File: config.mk
export PLATFORM = sky130hd
export DESIGN_NAME = vga_timing_monitor
export DESIGN_NICKNAME = d
export VERILOG_FILES = /design/src/rtl/vga_mon_pkg.sv /design/src/rtl/sync_edge_detect.sv /design/src/rtl/vga_timing_monitor.sv
export SDC_FILE = /design/constraint.sdc
export NUM_CORES = 1
export LEC_CHECK = 0
export BUFFER_PORTS_ARGS = -buffer_cell sky130_fd_sc_hd__buf_4
export CAP_MARGIN = 40
export CORE_MARGIN = 10
export CORE_UTILIZATION = 69
export CTS_BUF_LIST = sky130_fd_sc_hd__clkbuf_4 sky130_fd_sc_hd__clkbuf_8
export CTS_CLUSTER_SIZE = 10
export DETAILED_ROUTE_END_ITERATION = 6
export PLACE_DENSITY_LB_ADDON = 0.2
export SLEW_MARGIN = 40
export SYNTH_ARGS = -nofsm -noshare
export SYNTH_HDL_FRONTEND = slang
export SYNTH_SLANG_ARGS = --single-unit
File: constraint.sdc
create_clock -name clk -period 5.77 [get_ports clk]
set_clock_uncertainty 0.15 [all_clocks]
set_input_delay 0.577 -clock clk [delete_from_list [all_inputs] [get_ports clk]]
set_output_delay 0.577 -clock clk [all_outputs]
set_load 0.05 [all_outputs]
File: src/rtl/vga_mon_pkg.sv
// vga_mon_pkg: shared state/select encodings, 1024x768 timing defaults and counter helpers
package vga_mon_pkg;
  typedef enum logic [1:0] {
    SEARCH  = 2'd0,
    ACQUIRE = 2'd1,
    LOCKED  = 2'd2
  } mon_state_t;
  typedef enum logic [1:0] {
    SEL_HTOT   = 2'd0,
    SEL_HSYNC  = 2'd1,
    SEL_VTOT   = 2'd2,
    SEL_STATUS = 2'd3
  } sel_t;
  localparam int DEF_H_TOTAL = 1344;
  localparam int DEF_H_SYNC  = 136;
  localparam int DEF_V_TOTAL = 806;
  localparam int DEF_V_SYNC  = 6;
  function automatic logic [15:0] sat_inc(input logic [15:0] v);
    return &v ? v : v + 16'd1;
  endfunction
  function automatic logic in_tol(input logic [15:0] v, input int exp, input int tol);
    return int'(v) >= exp - tol && int'(v) <= exp + tol;
  endfunction
endpackage

File: src/rtl/sync_edge_detect.sv
// sync_edge_detect: 2-flop synchroniser, polarity correction and registered rise/fall pulses
module sync_edge_detect #(
  parameter bit POL = 1'b0
) (
  input  logic clk,
  input  logic rst,
  input  logic pin,
  output logic active,
  output logic rise,
  output logic fall
);
  logic s1, s2, act;
  assign act = s2 ~^ POL;
  always_ff @(posedge clk) begin
    if (rst) begin
      s1 <= ~POL;
      s2 <= ~POL;
      active <= 1'b0;
      rise <= 1'b0;
      fall <= 1'b0;
    end else begin
      s1 <= pin;
      s2 <= s1;
      active <= act;
      rise <= act & ~active;
      fall <= ~act & active;
    end
  end
endmodule

File: src/rtl/vga_timing_monitor.sv
// vga_timing_monitor: measures TinyVGA sync timing and tracks lock against an expected video mode
module vga_timing_monitor
  import vga_mon_pkg::*;
#(
  parameter int H_TOTAL = DEF_H_TOTAL,
  parameter int H_SYNC = DEF_H_SYNC,
  parameter int V_TOTAL = DEF_V_TOTAL,
  parameter int V_SYNC = DEF_V_SYNC,
  parameter bit HS_POL = 1'b0,
  parameter bit VS_POL = 1'b0,
  parameter int TOL = 2,
  parameter int LOCK_FRAMES = 2
) (
  input  logic        clk,
  input  logic        rst,
  input  logic [7:0]  pmod_in,
  input  logic [1:0]  sel,
  output logic [15:0] meas,
  output logic        locked,
  output logic [7:0]  err_count,
  output logic        frame_tick
);
  logic hs_act, hs_rise, hs_fall, vs_act, vs_rise, vs_fall;
  logic [15:0] hcnt, hwcnt, lcnt, vwcnt, cur_htot, cur_hsw;
  logic [15:0] meas_htot, meas_hsw, meas_vtot, meas_vsw;
  logic [15:0] htot_now, hsw_now, lcnt_now, vw_now, meas_src;
  logic [7:0] good_run, good_run_nx, err_nx;
  logic frame_good, timeout, unused;
  mon_state_t state, state_nx;
  sync_edge_detect #(.POL(HS_POL)) u_hs (
    .clk(clk), .rst(rst), .pin(pmod_in[7]), .active(hs_act), .rise(hs_rise), .fall(hs_fall)
  );
  sync_edge_detect #(.POL(VS_POL)) u_vs (
    .clk(clk), .rst(rst), .pin(pmod_in[3]), .active(vs_act), .rise(vs_rise), .fall(vs_fall)
  );
  assign unused = ^{pmod_in[6:4], pmod_in[2:0], vs_fall, meas_vsw};
  assign htot_now = hs_rise ? sat_inc(hcnt) : cur_htot;
  assign hsw_now = hs_fall ? hwcnt : cur_hsw;
  assign lcnt_now = hs_rise ? sat_inc(lcnt) : lcnt;
  assign vw_now = hs_rise && vs_act ? sat_inc(vwcnt) : vwcnt;
  assign frame_good = in_tol(htot_now, H_TOTAL, TOL) && in_tol(hsw_now, H_SYNC, TOL) &&
                      lcnt_now == 16'(V_TOTAL) && vw_now == 16'(V_SYNC) &&
                      !(&htot_now || &hsw_now || &lcnt_now || &vw_now);
  assign timeout = state != SEARCH && lcnt >= 16'(2 * V_TOTAL);
  assign locked = state == LOCKED;
  assign meas_src = sel == SEL_HTOT  ? meas_htot :
                    sel == SEL_HSYNC ? meas_hsw  :
                    sel == SEL_VTOT  ? meas_vtot : {err_count, state, 6'b0};
  always_ff @(posedge clk) begin
    if (rst) begin
      hcnt <= '0;
      hwcnt <= '0;
      lcnt <= '0;
      vwcnt <= '0;
      cur_htot <= '0;
      cur_hsw <= '0;
      meas_htot <= '0;
      meas_hsw <= '0;
      meas_vtot <= '0;
      meas_vsw <= '0;
      frame_tick <= 1'b0;
      meas <= '0;
    end else begin
      hcnt <= hs_rise ? '0 : sat_inc(hcnt);
      hwcnt <= hs_fall ? '0 : hs_act ? sat_inc(hwcnt) : hwcnt;
      cur_htot <= htot_now;
      cur_hsw <= hsw_now;
      lcnt <= vs_rise ? '0 : lcnt_now;
      vwcnt <= vs_rise ? '0 : vw_now;
      meas_htot <= vs_rise ? htot_now : meas_htot;
      meas_hsw <= vs_rise ? hsw_now : meas_hsw;
      meas_vtot <= vs_rise ? lcnt_now : meas_vtot;
      meas_vsw <= vs_rise ? vw_now : meas_vsw;
      frame_tick <= vs_rise;
      meas <= meas_src;
    end
  end
  always_ff @(posedge clk) begin
    if (rst) begin
      state <= SEARCH;
      good_run <= '0;
      err_count <= '0;
    end else begin
      state <= state_nx;
      good_run <= good_run_nx;
      err_count <= err_nx;
    end
  end
  always_comb begin
    state_nx = state;
    good_run_nx = good_run;
    err_nx = err_count;
    if (vs_rise && state == SEARCH) begin
      state_nx = ACQUIRE;
      good_run_nx = '0;
    end else if (vs_rise && frame_good) begin
      good_run_nx = state == ACQUIRE ? good_run + 8'd1 : good_run;
      state_nx = state == ACQUIRE && good_run_nx >= 8'(LOCK_FRAMES) ? LOCKED : state;
    end else if (vs_rise) begin
      good_run_nx = '0;
      state_nx = ACQUIRE;
      err_nx = state == LOCKED && !(&err_count) ? err_count + 8'd1 : err_count;
    end else if (timeout) begin
      state_nx = SEARCH;
      good_run_nx = '0;
    end
  end
endmodule
Word level (Yosys, flattened, before mapping)
Cells that the tools add are included.
{"block": "op_classes", "add_sub_neg": 6, "n_lt_le_gt_ge": 6, "eq_ne": 8, "n_mux": 19, "bitwise_logic": 10, "reduce_logical": 39}
{"operator": "16-bit 2-to-1 mux", "n": 10}
{"operator": "16-bit AND reduction", "n": 8}
{"operator": "16-bit by 1-bit adder with 16-bit output, second input constant", "n": 4}
{"operator": "16-bit by 11-bit greater-or-equal comparator with 1-bit output, second input constant", "n": 2}
{"operator": "8-bit 2-to-1 mux", "n": 4}
{"operator": "8-bit by 1-bit adder with 8-bit output, second input constant", "n": 2}
{"operator": "16-bit by 10-bit equality test with 1-bit output, second input constant", "n": 1}
{"operator": "16-bit by 3-bit equality test with 1-bit output, second input constant", "n": 1}
{"operator": "16-bit by 8-bit greater-or-equal comparator with 1-bit output, second input constant", "n": 1}
{"operator": "16-bit by 11-bit <= comparator with 1-bit output, second input constant", "n": 1}
{"operator": "16-bit by 8-bit <= comparator with 1-bit output, second input constant", "n": 1}
{"operator": "1-bit logical AND", "n": 12}
{"operator": "8-bit by 2-bit greater-or-equal comparator with 1-bit output, second input constant", "n": 1}
{"operator": "2-bit 2-to-1 mux", "n": 4}
{"operator": "8-bit AND reduction", "n": 1}
{"operator": "2-bit OR reduction", "n": 4}
{"operator": "1-bit NOT", "n": 7}
{"operator": "2-bit AND reduction", "n": 3}
{"operator": "2-bit by 1-bit equality test with 1-bit output, second input constant", "n": 2}
{"operator": "2-bit equality test, second input constant", "n": 2}
{"operator": "2-bit logical NOT", "n": 2}
{"operator": "4-bit AND reduction", "n": 1}
{"operator": "4-bit nonzero test", "n": 1}
{"operator": "1-bit bitwise AND", "n": 3}
{"operator": "other kinds (7)", "n": 10}
{"block": "word_totals", "regBits": 188, "inputBits": 12, "output_inout_bits": 26, "word_cells": 112}

Longest topological paths before layout
Gate-level depths: netlist of run 1.
{"block": "logic_depth", "depth_word": 12, "mapped_depth": 15, "ltp_nobuf": 11}

By module
Synthesis of run 1 repeated with hierarchy kept, for this count alone.
{"block": "hier_totals", "hier_cells": 1012, "area_unflattened_um2": 8789.7}
{"module": "vga_timing_monitor", "n_inst": 1, "cells_each": 992, "area_each_um2": 8529.4, "seq_area_each_um2": 3583.4}
{"module": "sync_edge_detect", "n_inst": 2, "cells_each": 10, "area_each_um2": 130.1, "seq_area_each_um2": 100.1}

Worst setup path before layout of run 1
No wires, ideal clock.
{"block": "synth_path", "path_type": "reg2reg", "from": "reg lcnt[0]", "to": "reg err_count[5]", "setup_ns": 0.121, "arrival_ns": 3.244, "t_required_ns": 5.499, "slack_ns": 2.255, "path_stages_with_launch": 13, "n_path_buf": 1, "cell_sequence": "dfxtp_1 ha_1 nand4_1 nor3_1 and3_1 mux2i_1 and4_1 nand4_1 or4_4 nor4_4 buf_6 nor3_1 mux2_4"}
{"block": "synth_via", "elab_chain_len": 11}
{"item": "start, declared", "line": "vga_timing_monitor.sv:24", "text": "logic [15:0] hcnt, hwcnt, lcnt, vwcnt, cur_htot, cur_hsw;"}
{"item": "start signal, assigned", "line": "vga_timing_monitor.sv:68", "text": "lcnt <= vs_rise ? '0 : lcnt_now;"}
{"item": "16-bit by 1-bit adder with 16-bit output / 16-bit AND reduction (equally long branches)", "line": "vga_mon_pkg.sv:19", "text": "return &v ? v : v + 16'd1;"}
{"item": "16-bit 2-to-1 mux", "line": "vga_mon_pkg.sv:19"}
{"item": "16-bit 2-to-1 mux (*)", "line": "vga_timing_monitor.sv:39", "text": "assign lcnt_now = hs_rise ? sat_inc(lcnt) : lcnt;"}
{"item": "16-bit AND reduction", "line": "vga_timing_monitor.sv:43", "text": "!(&htot_now || &hsw_now || &lcnt_now || &vw_now);"}
{"item": "1-bit logical OR (2 in series)", "line": "vga_timing_monitor.sv:43"}
{"item": "1-bit logical NOT", "line": "vga_timing_monitor.sv:43"}
{"item": "1-bit logical AND (*)", "line": "vga_timing_monitor.sv:42", "text": "lcnt_now == 16'(V_TOTAL) && vw_now == 16'(V_SYNC) &&"}
{"item": "1-bit logical AND (*)", "line": "vga_timing_monitor.sv:96", "text": "end else if (vs_rise && frame_good) begin"}
{"item": "1-bit NOT (no source line) (*)"}
{"item": "4-bit AND reduction (no source line) (*)"}
{"item": "end signal, assigned", "line": "vga_timing_monitor.sv:86", "text": "err_count <= err_nx;"}
{"item": "end, declared", "line": "vga_timing_monitor.sv:20", "text": "output logic [7:0] err_count,"}
Mark *: on every way between the ends. The rest lies on a longest branch, timed or not.
A chain may end at the register's enable or synchronous reset.

Worst setup path after layout of run 1
{"block": "layout_path", "from": "reg hcnt[0]", "to": "reg good_run[5]"}
{"block": "layout_via", "elab_chain_len": 11}
{"item": "start, declared", "line": "vga_timing_monitor.sv:24"}
{"item": "start signal, assigned", "line": "vga_timing_monitor.sv:64", "text": "hcnt <= hs_rise ? '0 : sat_inc(hcnt);"}
{"item": "16-bit by 1-bit adder with 16-bit output / 16-bit AND reduction (equally long branches)", "line": "vga_mon_pkg.sv:19"}
{"item": "16-bit 2-to-1 mux (*)"}
{"item": "16-bit 2-to-1 mux (*)", "line": "vga_timing_monitor.sv:37", "text": "assign htot_now = hs_rise ? sat_inc(hcnt) : cur_htot;"}
{"item": "16-bit by 11-bit greater-or-equal comparator with 1-bit output, or another cell as far along", "line": "vga_mon_pkg.sv:22", "text": "return int'(v) >= exp - tol && int'(v) <= exp + tol;"}
{"item": "1-bit logical AND / 1-bit logical OR (equally long branches)", "line": "vga_mon_pkg.sv:22, vga_timing_monitor.sv:43"}
{"item": "1-bit logical AND / 1-bit logical OR (equally long branches) (2 in series)", "line": "vga_timing_monitor.sv:41, vga_timing_monitor.sv:43"}
{"item": "1-bit logical AND / 1-bit logical NOT (equally long branches)", "line": "vga_timing_monitor.sv:42, vga_timing_monitor.sv:43"}
{"item": "1-bit logical AND (*)", "line": "vga_timing_monitor.sv:42"}
{"item": "1-bit logical AND (*)", "line": "vga_timing_monitor.sv:96"}
{"item": "3-bit nonzero test (no source line) / 8-bit 2-to-1 mux (equally long branches)"}
{"item": "end signal, assigned", "line": "vga_timing_monitor.sv:85", "text": "good_run <= good_run_nx;"}
{"item": "end, declared", "line": "vga_timing_monitor.sv:27", "text": "logic [7:0] good_run, good_run_nx, err_nx;"}
Marked as above.

==> metrics.md, run 1 <==
| Metric | Value |
|---|---|
| Status | complete, no violations |
| RSZ-0062 raised after global routing | no |
| Avg Cell Area, Syn | 8.635 sq um |
| Synth top area cells | dfxtp_1, nor2_1, mux2i_1 |
| Cells after DPL | 1164 |
| Worst slew pin tran | 0.7772 ns |
| Synth warn | 0 |
| Non-Filler Instances | 1196 |
| Initial antenna violation count | 0 |
| 1st-iter DRT viols | 793 |
| Yosys top cell area share | 43.11% |
| Worst setup EP type | flip-flop |
| Total CTS buffers | 17 |
| Post-DRT Antenna Nets | 0 |
| Max VDD drop | 0.0003226 V |
| Final Hold Vio Count | 0 |
| Storage cell area | 3765 sq um |
| Final Cycle Share | 75.95% |
| Crit path max fanout | 15 |
| # IOs | 38 |
| Mapped Area | 8730 sq um |
| Synth Register Bits | 188 |
| Unique masters post-synth | 79 |
| Seq/Total Area, Yosys | 43.11% |
| Vias per inst | 6.198 |
| Setup violators final | 0 |
| Gr usage total | 22.91% |
| Total power | 2352 uW |
| Initial DRT Pass Iterations | 5 |
| I/O Buffers | 31 |
| Rows | 41 |
| Detailed Route WL | 20080 um |
| N_diodes | 0 |
| Max Cap Violations | 0 |
| WS Path Type | flip-flop to flip-flop |
| CP max-delay cell | or4_4 |
| Avg WL per Cell | 16.79 um |
| Lkg Pwr | 0.003269 uW |
| Latest clock arrival within the worst-skew pair | 0.47 ns |
| Req. time, crit path | 6.03 ns |
| Clk root buf | clkbuf_8 |
| Ys async rst share | 0% |
| Hold-fix buffers at CTS | 0 |
| Commonest cells in the netlist | dfxtp_1, nor2_1, nand2_1 |
| Routability cong. | 0.9257 |
| Pin count of the biggest net entering global routing | 65 |
| Routed vias | 7413 |
| Core area | 12520 sq um |
| Worst setup margin | 1.388 ns |
| Critical Path AT | 4.64 ns |
| Top cell by count, worst path | buf_4 |
| Critical Path Max Stage Delay | 0.55 ns |
| CTS tree | done |
| Die Ht | 132.5 um |
| Starting density of the core | 69.74% |
| Vias in the first global route | 6779 |
| H-tree levels | 4 |
| GRT overflow | 0 |
| Synthesized Nets | 1030 |
| First-pass GRT wire length | 33870 um |
| Filler cells | 941 |
| Area occupied by multi-input gates | 4696 sq um |
| Cts repair resizes | 0 |
| Worst slack, placed | 1.278 ns |
| Sum Neg Setup Slack | 0 ns |
| Die area | 17550 sq um |
| Chip Width | 132.5 um |
| Synth area leader | dfxtp_1 |
| Clk buf depth | 2 |
| CTS clk-pin slew, worst paths | 0.09 ns |
| Dominant register cell in the synthesized netlist | dfxtp_1 |
| # clock sinks | 188 |
| CP startpoint kind | flip-flop |
| Maximum operating frequency | 228.2 MHz |
| Crit path cell chain | ha_1, nand2_1, nor4_1, mux2i_1, o21ai_0, a2111oi_0, nand4_1, or4_4, nor4_4, buf_4, buf_4, a21boi_1, a21o_1 |
| Worst slew margin | 47.95% |
| Number of synthesized flops with an enable pin | 0 |
| Most common cell in the synthesized netlist | dfxtp_1 |
| Area Growth Syn to Fin | 8.413% |
| Hold Path Class | input port to flip-flop |
| Post-CTS Setup Bufs | 0 |
| P per Cell Area | 248.5 nW/um^2 |
| Share of cells above drive strength 1 | 11.52% |
| Cell count after synthesis | 1011 |
| Final nets | 1031 |
| Residual DRC count | 0 |
| Max Slew Vio Count | 0 |
| Post-DP HPWL | 13990 um |
| Final min period | 4.382 ns |
==> routing by layer <==
metal | routed length, um | part of all wire (%) | global-route usage, %
met3 | 1103 | 5.5 | 5.072
met5 | 0 | 0 | 0
met4 | 241 | 1.2 | 5.440
met2 | 9433 | 47 | 36.35
met1 | 9298 | 46 | 31.08
==> critical path: cells and delay by family (launching register included) <==
kind	cells	cell delay, ns
buffers and inverters	2	0.44
flip-flops	1	0.46
adder cells (fa/ha/maj)	1	0.37
multiplexers	1	0.30
AO/OA/AOI/OAI	4	1.02
AND/OR/NAND/NOR	5	1.59
==> through the flow <==
| step | util, % | area [sq um] | hold slack, ns |
|---|---|---|---|
| after CTS | 75.36 | 9433 | 0.1244 |
| after global routing | 75.61 | 9464 | 0.1167 |
| after detailed placement | 71.91 | 9001 | 0.2526 |
| final | 75.61 | 9464 | 0.1413 |
| after floorplan | - | 8730 | 0.2353 |
| after global placement | 71.80 | 8987 | 0.2406 |
==> final timing paths <==
check | from | to | slack (ns) | depth (start not counted)
hold / removal | pmod_in[3] | u_vs.s1 | 0.14 | 2
hold reg to reg | u_vs.s1 | u_vs.s2 | 0.27 | 1
setup / recovery | hcnt[0] | good_run[5] | 1.39 | 13
setup reg to reg | hcnt[0] | good_run[5] | 1.39 | 13
==> power by group <==
part / switching, uW / internal [uW] / total [uW]
Combinational: 63.4 / 30.5 / 93.8
Sequential: 13.3 / 1310 / 1320
Clock: 456 / 479 / 935
==> flip-flops by register name (all words and copies together), names as in the netlist, 2 cells and up <==
| signal | cells |
|---|---|
| meas | 16 |
| meas_hsw | 16 |
| meas_vtot | 16 |
| hcnt | 16 |
| cur_htot | 16 |
| lcnt | 16 |
| cur_hsw | 16 |
| good_run | 8 |
| meas_htot | 16 |
| err_count | 8 |
| hwcnt | 16 |
| vwcnt | 16 |
| state | 2 |
==> final cells by class <==
| cell class | instances | share of cell area (%) |
|---|---|---|
| sequential | 188 | 39.78 |
| timing repair buffer | 39 | 3.094 |
| clock buffer | 22 | 3.133 |
| inverter | 17 | 0.6742 |
| clock inverter | 9 | 1.428 |
| multi-input combinational | 749 | 49.62 |
| tap | 172 | 2.274 |
==> kinds of logic after synthesis <==
kind of cell | count (synthesis) | synth area share [%]
AOI/OAI and AO/OA | 181 | 13.57
xor gates and xnor gates | 36 | 3.612
adders and majority gates | 7 | 1.003
buffers and inverters | 74 | 3.526
DFF | 188 | 43.11
muxes | 60 | 8.514
and+or+nand+nor | 465 | 26.66
==> placed cells by master, fill, tap and decap left out, types with 16 or more instances in the layout <==
cell / n
nor2b_1: 27
nor3_1: 32
nand3_1: 32
a21oi_1: 45
xnor2_1: 16
a211oi_1: 26
nor2_1: 165
clkbuf_8: 21
dfxtp_1: 187
buf_4: 39
nand2_1: 72
mux2i_1: 42
nand4_1: 26
xor2_1: 20
o21ai_0: 34
inv_1: 16
and3_1: 18
(Power assumes the default switching activity.)
==> run 2: changes to the inputs <==
Settings changed: CORE_UTILIZATION 69 to 64.
Clock period 5.77 ns to 4.1 ns, I/O delays scaled along.
==> run 2 against run 1 <==
Against the previous run: worst setup slack got worse by 1.1 ns; global-route usage decreased by 0.79 points; die area increased by 6.6%; largest power group unchanged; maximum frequency increased by 15%; utilization decreased by 3.4 points; flip-flop and latch count unchanged; routed wire length increased by 1.8%; hold slack improved by 0.038 ns; sequential share of layout area decreased by 0.55 points; register-to-register slack got worse by 1.1 ns; sequential power increased by 41%.
==> metrics.md, run 2 (synthesis gave the netlist of run 1 again) <==
| Metric | Value |
|---|---|
| Maximum operating frequency | 261.6 MHz (+15%) |
| Hold Path Class | input port to flip-flop |
| Pin count of the biggest net entering global routing | 81 (+25%) |
| H-tree levels | 4 (unchanged) |
| Status | complete, no violations |
| Req. time, crit path | 4.30 ns (-1.73 ns) |
| Clk buf depth | 2 (unchanged) |
| Met2 WL | 9325 um (-1.1%) |
| CP Buf/Inv Count | 1 (-1) |
| # clock sinks | 188 (unchanged) |
| Gr usage total | 22.12% (-0.79 points) |
| Post-DP HPWL | 14480 um (+3.5%) |
| Critical Path Source | hcnt[13] |
| P per Cell Area | 341.2 nW/um^2 (+37%) |
| Max Slew Vio Count | 0 (unchanged) |
| Final min period | 3.822 ns (-0.5603 ns) |
| Max VDD drop | 0.0003578 V (+11%) |
| Metal3 WL | 1285 um (+17%) |
| 1st-iter DRT viols | 646 (-19%) |
| Worst slew pin tran | 0.7853 ns (+0.008095 ns) |
| Chip Width | 136.8 um (+3.3%) |
| Critical Path Sink | err_count[5] |
| CTS tree | done |
| Critical Path AT | 4.02 ns (-0.62 ns) |
| Die area | 18710 sq um (+6.6%) |
| Die Ht | 136.8 um (+3.3%) |
| Setup violators final | 0 (unchanged) |
| Final Hold Vio Count | 0 (unchanged) |
| Core area | 13300 sq um (+6.2%) |
| # IOs | 38 (unchanged) |
| CP max-delay cell | nor3_1 |
| Worst setup EP type | flip-flop |
| Crit path cell chain | nand4_1, nor3_1, or3_1, a31oi_1, a2111oi_2, nand4_1, or4_4, nor4_4, buf_4, nor3_1, mux2_4 |
| Latest clock arrival within the worst-skew pair | 0.46 ns (about the same) |
| RSZ-0062 raised after global routing | no |
| Reg2reg start | hcnt[13] |
| Worst R2R Path Depth | 11 (-2) |
| Worst slew margin | 47.65% (-0.30 points) |
| Final Cycle Share | 93.22% (+17 points) |
| Max Cap Violations | 0 (unchanged) |
| Placed cell area | 9135 sq um (+1.5%) |
| Most frequent cells in the layout | dfxtp_1, nor2_1, nand2_1 |
| CP top delay family | simple AND/OR/NAND/NOR gates |
| Avg WL per Cell | 16.77 um (about the same) |
| CTS clk-pin slew, worst paths | 0.09 ns (about the same) |
| Routability cong. | 0.9570 (+3.4%) |
| Worst setup margin | 0.2780 ns (-1.110 ns) |
| Reg-to-Reg End | err_count[5] |
| Routed vias | 7372 (-0.55%) |
| First-pass GRT wire length | 33800 um (-0.22%) |
| Area Growth Syn to Fin | 9.961% |
| CP startpoint kind | flip-flop |
| Vias in the first global route | 6855 (+1.1%) |
| Critical Path Max Stage Delay | 0.59 ns (+0.04 ns) |
| N_diodes | 0 (unchanged) |
| Post-DRT Antenna Nets | 0 (unchanged) |
| Initial DRT Pass Iterations | 5 (unchanged) |
| Worst slack, placed | 0.2430 ns (-1.035 ns) |
| Starting density of the core | 65.66% (-4.1 points) |
| Lkg Pwr | 0.003373 uW (+3.2%) |
| WS Path Type | flip-flop to flip-flop |
| Share of cells above drive strength 1 | 13.14% (+1.6 points) |
| Total stage count of the critical path | 11 (-2) |
| Vias per inst | 6.048 (-2.4%) |
| Rows | 42 (+2.4%) |
| Highest metal layer with signal wires | met4 |
| I/O Buffers | 31 (unchanged) |
| Initial antenna violation count | 0 (unchanged) |
| M1 WL | 9354 um (+0.60%) |
| Post-CTS Setup Bufs | 0 (unchanged) |
| Crit path max fanout | 16 (+1) |
| Most common cell after layout, fill and taps aside | dfxtp_1 |
| Residual DRC count | 0 (unchanged) |
| Clk root buf | clkbuf_8 |
| Finished Cell Area | 9599 sq um (+1.4%) |
| Sum Neg Setup Slack | 0 ns (unchanged) |
| Reg2Reg Setup Slack | 0.28 ns (-1.11 ns) |
| Detailed Route WL | 20440 um (+1.8%) |
| Total CTS buffers | 17 (unchanged) |
| GRT overflow | 0 (unchanged) |
| Final nets | 1051 (+1.9%) |
| Post-Route Utilization | 72.20% (-3.4 points) |
## run 2: cell count changes in the layout (fill, tap and decap cells not counted), moves of 2 or more
cell / before / now
dlygate4sd3_1: 0 / 2
clkinvlp_4: 3 / 0
buf_4: 39 / 57
nor4_2: 1 / 3
clkbuf_4: 1 / 4
nor4_1: 15 / 13
## run 2: final cells by class
class / count / area, sq um
Sequential cell: 188 / 3766
Clock inverter: 6 / 108.9
Tap cell: 176 / 220.2
Inverter: 17 / 63.81
Fill cell: 1042 / 3696
Timing Repair Buffer: 59 / 447.9
Multi-Input combinational cell: 749 / 4687
Clock buffer: 24 / 305.3
## run 2: worst min-delay path by stage
stage	startpoint	to	slack (ns)	cells past startpoint
after CTS	rst	meas_vtot[6]	0.16	2
after global placement	u_vs.s2	u_vs.active	0.24	1
after floorplan	u_vs.s2	u_vs.active	0.24	1
after detailed placement	u_vs.s2	u_vs.rise	0.24	1
after global routing	rst	meas_vtot[11]	0.18	2
final	rst	meas_vtot[11]	0.18	2
## run 2: what timing repair did
action,in CTS,in global routing
setup endpoints to repair,0,13
hold buffers,2,0
resized for setup,0,6
hold endpoints to repair,2,0
## run 2: routing by layer
layer / track usage [%] / up-vias
met5: 0 / -
met4: 7.787 / 0
met3: 4.326 / 40
met2: 34.85 / 220
met1: 29.64 / 3463
li1: - / 3649
## run 2: where the power goes
group	internal [uW]	switching (uW)
Clock	673	604
Sequential	1840	17.8
Combinational	47.2	90.1
## run 2: metrics by stage
| step | hold WS, ns | std cells | power [uW] |
|---|---|---|---|
| finish | 0.1791 | 1219 | 3276 |
| global route | 0.1779 | 1219 | 3377 |
| CTS | 0.1574 | 1219 | 3298 |
| detailed placement | 0.2406 | 1187 | 2038 |
| global placement | 0.2400 | 1187 | 2034 |
| floorplan | 0.2353 | 1011 | 2001 |
==> run 3: changes to the inputs <==
Settings changed: REMOVE_ABC_BUFFERS set to 1.
==> run 3 against run 2 <==
Against the previous run: maximum frequency fell by 2.1%; sequential share of layout area fell by 0.42 points; cell area rose by 1.1%; combinational power barely moved; non-clock buffer count rose by 4; count of clock-buffer cells in the layout fell by 7; routed wire length rose by 2.4%.
==> metrics.md, run 3 (synthesis gave the netlist of run 1 again) <==
| Metric | Value |
|---|---|
| Vias per inst | 6.087 (+0.64%) |
| Vias in the first global route | 6954 (+1.4%) |
| H-tree levels | 4 (unchanged) |
| Fin Hold WS | 0.2227 ns (+0.04357 ns) |
| WS Path Type | flip-flop to flip-flop |
| CTS clk-pin slew, worst paths | 0.09 ns (about the same) |
| Rows | 42 (unchanged) |
| Reg-to-Reg End | err_count[3] |
| Lkg Pwr | 0.003409 uW (+1.1%) |
| Detailed Route WL | 20930 um (+2.4%) |
| Initial antenna violation count | 0 (unchanged) |
| Core area | 13300 sq um (unchanged) |
| Placed cell area | 9155 sq um (+0.22%) |
| Worst hold path startpoint | rst |
| Worst R2R Path Depth | 12 (+1) |
| Area Growth Syn to Fin | 11.12% |
| Max Slew Vio Count | 0 (unchanged) |
| Initial DRT Pass Iterations | 6 (+1) |
| CP max-delay cell | or4_4 |
| Worst slew margin | 49.03% (+1.4 points) |
| Storage cell area | 3765 sq um (about the same) |
| Routed vias | 7456 (+1.1%) |
| Gr usage total | 22.55% (+0.43 points) |
| CP startpoint kind | flip-flop |
| Crit path cell chain | ha_1, nand2_1, nor4_1, nand4_1, mux2i_1, and4_1, nand4_1, or4_4, nor4_4, buf_12, nor3_1, mux2_1 |
| First-pass GRT wire length | 34360 um (+1.7%) |
| Chip Width | 136.8 um (unchanged) |
| Setup violators final | 0 (unchanged) |
| Clk root buf | clkbuf_8 |
| Crit path max fanout | 22 (+6) |
| Total stage count of the critical path | 12 (+1) |
| Die Ht | 136.8 um (unchanged) |
| Worst setup EP type | flip-flop |
| Reg2Reg Setup Slack | 0.20 ns (-0.08 ns) |
| Total CTS buffers | 17 (unchanged) |
| Hold-critical path depth | 2 (unchanged) |
| # clock sinks | 188 (unchanged) |
| CTS tree | done |
| Status | complete, no violations |
| Routability cong. | 0.8888 (-7.1%) |
| Critical Path Max Stage Delay | 0.59 ns (about the same) |
| Hold Path Class | input port to flip-flop |
| Post-DP HPWL | 14470 um (about the same) |
| Reg2reg start | vwcnt[0] |
| Final Cycle Share | 95.20% (+2.0 points) |
| # IOs | 38 (unchanged) |
| Max Cap Violations | 0 (unchanged) |
| Worst slew pin tran | 0.7565 ns (-0.02873 ns) |
| CP Buf/Inv Count | 1 (unchanged) |
| Residual DRC count | 0 (unchanged) |
| Avg WL per Cell | 17.08 um (+1.9%) |
| Most frequent cells in the layout | dfxtp_1, nor2_1, nand2_1 |
| Max VDD drop | 0.0003037 V (-15%) |
| Top cell by count, worst path | nand4_1 |
| Most common cell after layout, fill and taps aside | dfxtp_1 |
| Final Hold Vio Count | 0 (unchanged) |
| Post-DRT Antenna Nets | 0 (unchanged) |
| 1st-iter DRT viols | 729 (+13%) |
| Final min period | 3.903 ns (+0.08112 ns) |
| Clk buf depth | 2 (unchanged) |
| Finished Cell Area | 9701 sq um (+1.1%) |
| Starting density of the core | 65.66% (unchanged) |
| Hold Path Sink | cur_htot[5] |
| Die area | 18710 sq um (unchanged) |
| Latest clock arrival within the worst-skew pair | 0.48 ns (+0.02 ns) |
| CP top delay family | simple AND/OR/NAND/NOR gates |
| Final nets | 1055 (+0.38%) |
| Req. time, crit path | 4.31 ns (about the same) |
| GRT overflow | 0 (unchanged) |
| Critical Path AT | 4.12 ns (+0.10 ns) |
| Filler cells | 991 (-4.9%) |
| Maximum operating frequency | 256.2 MHz (-2.1%) |
| N_diodes | 0 (unchanged) |
| Pin count of the biggest net entering global routing | 50 (-38%) |
| P per Cell Area | 356.5 nW/um^2 (+4.5%) |
| I/O Buffers | 31 (unchanged) |
| Share of cells above drive strength 1 | 13.44% (+0.31 points) |
| Area occupied by multi-input gates | 4683 sq um (about the same) |
run 3: cell types whose count changed in the layout (fill, tap and decap cells not counted), sizes merged:
| cell | previous run | this run |
|---|---|---|
| clkinvlp | 0 | 2 |
| clkinv | 3 | 6 |
| bufinv | 3 | 6 |
| inv | 17 | 18 |
| buf | 57 | 61 |
| clkbuf | 24 | 17 |
run 3: where the power goes:
part | switching (uW) | total (uW) | internal (uW)
Clock | 669 | 1460 | 788
Combinational | 91.4 | 139 | 47.1
Sequential | 18.0 | 1860 | 1840
Total | 778 | 3460 | 2680
run 3: worst max-delay path by stage:
| stage | start | endpoint | slack, ns |
|---|---|---|---|
| floorplan | u_hs.rise | err_count[6] | -0.38 |
| global placement | lcnt[0] | err_count[3] | 0.24 |
| detailed placement | hcnt[0] | err_count[3] | 0.14 |
| CTS | hcnt[0] | err_count[3] | 0.09 |
| global route | lcnt[0] | err_count[3] | -0.04 |
| finish | vwcnt[0] | err_count[3] | 0.20 |
run 3: metrics by stage:
step	setup slack, ns	util [%]	power [uW]	std cells	TNS (ns)
floorplan	-0.3792	-	1976	954	-4.515
global placement	0.2424	68.86	2036	1188	0
detailed placement	0.1394	68.86	2039	1188	0
CTS	0.09452	72.60	3469	1222	0
global route	-0.04497	72.96	3565	1225	-0.1062
finish	0.1969	72.96	3458	1225	0
run 3: area by class of cell:
type / count / area share, %
sequential: 188 / 38.81
inverter: 17 / 0.6578
timing repair buffer: 63 / 5.056
multi-input combinational: 749 / 48.28
tap: 176 / 2.270
clock inverter: 15 / 2.515
clock buffer: 17 / 2.412
run 3: routing by layer:
metal | share of wire (%) | global-route usage (%) | wire length [um] | vias to the layer above
met5 | 0 | 0 | 0 | -
met4 | 1.3 | 6.206 | 270 | 0
met3 | 5.5 | 5.059 | 1144 | 23
met2 | 47 | 35.92 | 9869 | 210
met1 | 46 | 30.17 | 9644 | 3558
li1 | - | - | - | 3665
run 3: timing repair:
action                                  in CTS  in global routing
endpoints found under the hold margin        2                  0
buffers inserted                             0                  3
hold buffers                                 2                  0
gates resized for setup                      0                  4
endpoints found under the setup margin       0                 16
